--- src/rtl/opc_intc.sv ---
// Prioritised, memory-mapped interrupt controller for the OPC5LS CPU.
// Each source can be masked and set to level or rising-edge mode; one active-low request goes to the CPU.
module opc_intc #(
  parameter int          NSRC      = 8,
  parameter logic [15:0] BASE_ADDR = 16'hFE00
) (
  input  logic            clk,
  input  logic            reset_b,
  input  logic [15:0]     address,
  input  logic [15:0]     wdata,
  input  logic            rnw,
  input  logic [NSRC-1:0] irq_src,
  output logic [15:0]     rdata,
  output logic            sel,
  output logic            int_b
);

  logic [NSRC-1:0] s1, s2, s3;
  logic [NSRC-1:0] pending, mask, mode;
  logic [NSRC-1:0] clr, status, pending_next;
  logic [2:0]      offset;
  logic            wr;
  logic [15:0]     vector;
  logic            unused_wdata;

  assign sel    = (address[15:3] == BASE_ADDR[15:3]);
  assign offset = address[2:0];
  assign wr     = sel & ~rnw;
  assign status = pending & mask;

  // Only edge-mode bits can be cleared; level bits simply follow their input.
  assign clr = (wr && offset == 3'd2) ? (wdata[NSRC-1:0] & mode) : '0;

  // A fresh rising edge beats a simultaneous W1C.
  assign pending_next = (mode & ((s2 & ~s3) | (pending & ~clr))) | (~mode & s2);

  // Upper write-data bits are discarded when NSRC < 16.
  assign unused_wdata = &{1'b0, wdata};

  function automatic logic [15:0] pad(input logic [NSRC-1:0] v);
    pad = '0;
    pad[NSRC-1:0] = v;
  endfunction

  always_ff @(posedge clk or negedge reset_b) begin
    if (!reset_b) begin
      s1 <= '0;
      s2 <= '0;
      s3 <= '0;
    end else begin
      s1 <= irq_src;
      s2 <= s1;
      s3 <= s2;
    end
  end

  always_ff @(posedge clk or negedge reset_b) begin
    if (!reset_b) begin
      pending <= '0;
      mask    <= '0;
      mode    <= '0;
    end else begin
      pending <= pending_next;
      if (wr && offset == 3'd1) mask <= wdata[NSRC-1:0];
      if (wr && offset == 3'd3) mode <= wdata[NSRC-1:0];
    end
  end

  always_ff @(posedge clk or negedge reset_b) begin
    if (!reset_b) int_b <= 1'b1;
    else          int_b <= ~(|status);
  end

  // Lowest-numbered enabled pending source wins.
  always_comb begin
    vector = 16'hFFFF;
    for (int i = NSRC - 1; i >= 0; i--) begin
      if (status[i]) vector = 16'(i);
    end
  end

  always_comb begin
    rdata = 16'h0000;
    if (sel) begin
      case (offset)
        3'd0:    rdata = pad(status);
        3'd1:    rdata = pad(mask);
        3'd2:    rdata = pad(pending);
        3'd3:    rdata = pad(mode);
        3'd4:    rdata = vector;
        default: rdata = 16'h0000;
      endcase
    end
  end

endmodule
--- config.mk ---
export PLATFORM = sky130hd
export DESIGN_NAME = opc_intc
export DESIGN_NICKNAME = d
export VERILOG_FILES = /design/src/rtl/opc_intc.sv
export SDC_FILE = /design/constraint.sdc
export NUM_CORES = 1
export LEC_CHECK = 0
export BUFFER_PORTS_ARGS = -buffer_cell sky130_fd_sc_hd__buf_2
export CORE_MARGIN = 2
export CORE_UTILIZATION = 46
export DETAILED_ROUTE_END_ITERATION = 8
export PLACE_DENSITY = 0.75
export SLEW_MARGIN = 20
export SYNTH_ARGS = -nofsm -noshare
export SYNTH_HDL_FRONTEND = slang
export SYNTH_SLANG_ARGS = --single-unit
--- constraint.sdc ---
create_clock -name clk -period 2.3 [get_ports clk]
set_clock_uncertainty 0.05 [all_clocks]
set_input_delay 0.46 -clock clk [delete_from_list [all_inputs] [get_ports clk]]
set_output_delay 0.46 -clock clk [all_outputs]
set_load 0.005 [all_outputs]
; After elaboration in Yosys (flattened, before gate mapping)
; Cells that the tools add are included.
[classes]
n_mux = 11
n_bitwise = 14
n_reduce_logical = 5
n_eq_ne = 5
[op_table]
columns = operator, n
row1 = 16-bit 2-to-1 mux, 9
row2 = 16-bit one-hot mux with 5 select lines, 1
row3 = 8-bit AND, 6
row4 = 8-bit inverter, 3
row5 = 8-bit OR, 2
row6 = "13-bit equality test, second input constant", 1
row7 = 8-bit 2-to-1 mux, 1
row8 = 8-bit OR reduction, 1
row9 = "3-bit by 2-bit equality test with 1-bit output, second input constant", 2
row10 = "3-bit by 1-bit equality test with 1-bit output, second input constant", 1
row11 = "3-bit equality test, second input constant", 1
row12 = 1-bit logical AND, 3
row13 = 3-bit zero test, 1
row14 = 1-bit inverter, 2
row15 = 1-bit AND, 1
[word_totals]
inputBits = 43
reg_bits = 49
word_cells = 42

; Depth between registers and ports, before layout
[logic_depth]
word_depth = 11
depth_mapped = 6
mapped_depth_nobuf = 4

; Least setup slack after synthesis
; No wires, ideal clock.
[synth_path]
path_kind = input-to-output
start = input port address[0]
end = output port rdata[10]
n_path_buf = 2
t_arrival_ns = 1.861
setup_slack_ns = -0.071
cell_stages = 6
required_ns = 1.790
cell_sequence = buf_1 > a211oi_1 > nand2_1 > nor3_1 > and2_1 > buf_4
[synth_between]
elab_chain_cells = 3
elab_cells_between_ends = 7
cone_classes = 4 x eq/ne / 2 x mux / 1 x reduce/logical
[synth_lines]
columns = element, line_no
row1 = from (decl), 9  ; input logic [15:0] address,
row2 = 3-bit equality test (tied with other cells), 85  ; case (offset)
row3 = 16-bit one-hot mux with 5 select lines *, 85
row4 = 16-bit 2-to-1 mux *, 84  ; if (sel) begin
row5 = to (decl), 13  ; output logic [15:0] rdata,
; Every way passes the cells marked *; elsewhere a longest branch is shown, timed or not.

; Final worst setup path
[layout_path]
start = input port address[4]
end = output port rdata[6]
[layout_between]
elab_chain_cells = 2
[layout_lines]
columns = element, line_no
row1 = 13-bit equality test, 26  ; assign sel = (address[15:3] == BASE_ADDR[15:3]);
row2 = 16-bit 2-to-1 mux, 84
; Every way passes these cells.

==> impl_metrics.csv <==
group,metric,value,unit
run_status,status,"finished, violations left",
run_status,violations,"negative setup slack",
yosys,synth-seq-area-share,59.4,%
cts,cts.clk_slew.worst_paths,0.09,ns
hold_path,hp-class,"input pin to asynchronous set/reset pin",
yosys,synth.top_cells.by_area,"dfrtp_1 58%, mux2_2 8.7%, a32o_1 4.4%",
timing,slew_headroom,65.6,%
timing,setup_viol,16,
floorplanning,die_x,71.0,um
worst_setup_path,worstSetupPathType,"input pin to output port",
cts,hold_buffers,0,
detailed_routing,post_drt_wl_per_cell,14.9,um
floorplanning,row_count,24,
detailed_routing,postRouteAntennaNets,0,
cts,clkSinkCount,49,
global_route,grt_pass1_vias,1473,
timing,period_share,103,%
detailed_routing,totalWireLength,4280,um
yosys,yosys.area_share.simple,14.6,%
power,irDropWorstVdd,547,uV
yosys,syn_area_per_cell,12.5,sq um
yosys,synth_edf_count,0,
job,maxCapViolCount,0,
global_route,antenna_found_initial,0,
global_route,grtUsageTotal,18.0,%
power,powerDensity,615,mW/mm^2
final_layout,area_growth,30.3,%
detailed_routing,drc,0,
yosys,synth_xor_area_share,0,%
cts,insertion_delay,0.30,ns
global_route,grt_pass1_wl,7110,um
timing,worst_slack,-0.0633,ns
floorplanning,chipHeight,71.0,um
placed_design,dp_hpwl,3150,um
yosys,synthTopCellsByCount,"48 x dfrtp_1, 16 x mux2_2, 14 x nand2_1",
detailed_routing,vias_per_cell,5.55,
timing,tightest_slew,0.516,ns
yosys,synth_compound_area_share,13.2,%
worst_setup_path,endpoint_kind,"output port",
cts,clock_path_buffers,2,
placed_design,place_area,0.00245,sq mm
worst_setup_path,start_kind,"input pin",
yosys,muxShareOfSynthArea,8.72,%
final_layout,multiInputGateArea,791,sq um
detailed_routing,detailedRoute.firstPassIterationCount,4,
floorplanning,fp.coreArea,0.00435,sq mm
yosys,synth-main-ff-cell,"dfrtp_1",
detailed_routing,vias,1587,
cts,cts_root_buf,"clkbuf_8",
yosys,synth-seq-cells,49,
cts,h-tree-depth,2,
final_layout,diodes,0,
yosys,synth_top_family_by_area,"simple AND/OR/NAND/NOR gates",
floorplanning,start_util,47.4,%
global_route,grt_overflow,0,
power,leakagePower,1.31,nW
final_layout,design_area,0.00269,sq mm
timing,rsz0062_at_grt,"yes",
worst_setup_path,max_stage_delay,0.54,ns
yosys,yosys_warnings,0,
yosys,syn_nets,208,
final_layout,fillerInstances,355,
yosys,synth_top_area_cell,"dfrtp_1",
timing,max_freq,423,MHz
placed_design,post-place-ws,-0.215,ns
yosys,netlist_area,0.00207,sq mm
cts,cts_buffers,5,
final_layout,fin_nets,276,
placed_design,numPortBuffers,52,
final_layout,drive_above_1_share,47.4,%
yosys,postSynth.asyncResetShare,100,%
yosys,synthCells,165,
worst_setup_path,worstPathArrival,1.85,ns
floorplanning,die-area,0.00504,sq mm
worst_setup_path,worstPathRequired,1.79,ns
worst_setup_path,path_cells,"buf_6, or4_4, nor4b_4, and2_4, o21a_1, buf_2",
detailed_routing,first_iter_violations,85,
cts,cts_tree,"built",
yosys,synth_most_common_cell,"dfrtp_1",
timing,hold_viol_final,0,
floorplanning,pin_count,61,
worst_setup_path,critPathMaxFanout,8,
yosys,synth_top_area_share,58.1,%
final_layout,ff_latch_area,0.00123,sq mm
yosys,synth_fa_ha_area_share,0,%
global_route,grt_max_degree,26,
yosys,ys_types,30,
timing,timing.final.crit_period,2.36,ns
timing,maxSlewViolCount,0,
worst_setup_path,slowest_stage,"or4_4",
placed_design,place_congestion,0.901,
-- stage by stage --
step                power [mW]  setup TNS [ns]  utilization (%)  hold WS (ns)  instances
floorplan                0.958         -0.0795                -         0.114        165
global placement          1.03           -1.91             56.2         0.283        274
detailed placement        1.04           -2.42             56.2         0.285        274
CTS                       1.66          -0.426             59.4        0.0847        283
global route              1.72           -1.42             61.8         0.108        286
finish                    1.66          -0.643             61.8        0.0677        286
-- power by group --
part	internal [mW]	switching [mW]
registers	0.889	0.0168
clock network	0.353	0.278
logic	0.0569	0.0618
total	1.30	0.357
-- critical path, delay by kind of cell --
kind	cells	cell delay [ns]
and+or+nand+nor	3	1.04
buffers and inverters	2	0.20
AOI/OAI and AO/OA	1	0.15
-- state kept, by name (all words and copies together), names as in the netlist --
name / flops
s1: 8
s2: 8
mask: 8
int_b: 1
pending: 8
s3: 8
mode: 8
-- worst paths after layout --
| kind | from | cells after the start | to | slack, ns |
|---|---|---|---|---|
| worst min register to register | s1[4] | 0 | s2[4] | 0.29 |
| worst min-delay path | reset_b | 1 | pending[6] | 0.07 |
| min in group clk | irq_src[0] | 1 | s1[0] | 0.20 |
| max in group asynchronous | reset_b | 2 | int_b | 1.51 |
| worst max-delay path | address[4] | 6 | rdata[6] | -0.06 |
| worst max register to register | pending[3] | 3 | int_b | 1.12 |
-- cells by family after synthesis --
| logic type | count (synthesis) |
|---|---|
| compound gates | 35 |
| buf+inv | 13 |
| flops | 49 |
| mux | 16 |
| simple gates | 52 |
-- what timing repair did --
action                     in CTS  in global routing
setup endpoints to repair      16                 16
buffers inserted                1                  3
pin swaps                       2                  2
gates cloned                    0                  0
resized for setup               4                 15
-- layer usage --
metal  routed length (um)  track usage, %
met1                 1900            24.3
met2                 2050            29.2
met3                  271            4.13
met4                   55            5.66
met5                    0               0
-- cell usage in the layout (no fill, tap or decap), drive strengths merged, types with 2 or more instances in the layout --
cell     n
a211oi   4
a22oi    3
a32o     9
and2     3
buf     74
clkbuf   6
dfrtp   48
mux2    16
nand2   14
nand3    9
nor2    10
nor3     8
o21a     7
o22ai    8
or4      2
-- cell type report --
| cell class | instances | area share (%) |
|---|---|---|
| Sequential cell | 49 | 45.6 |
| Multi-Input combinational cell | 103 | 29.4 |
| Timing Repair Buffer | 74 | 18.1 |
| Clock buffer | 6 | 3.07 |
| Tap cell | 52 | 2.42 |
| Clock inverter | 2 | 1.39 |
Note: power is estimated with default switching activity, not from simulation.
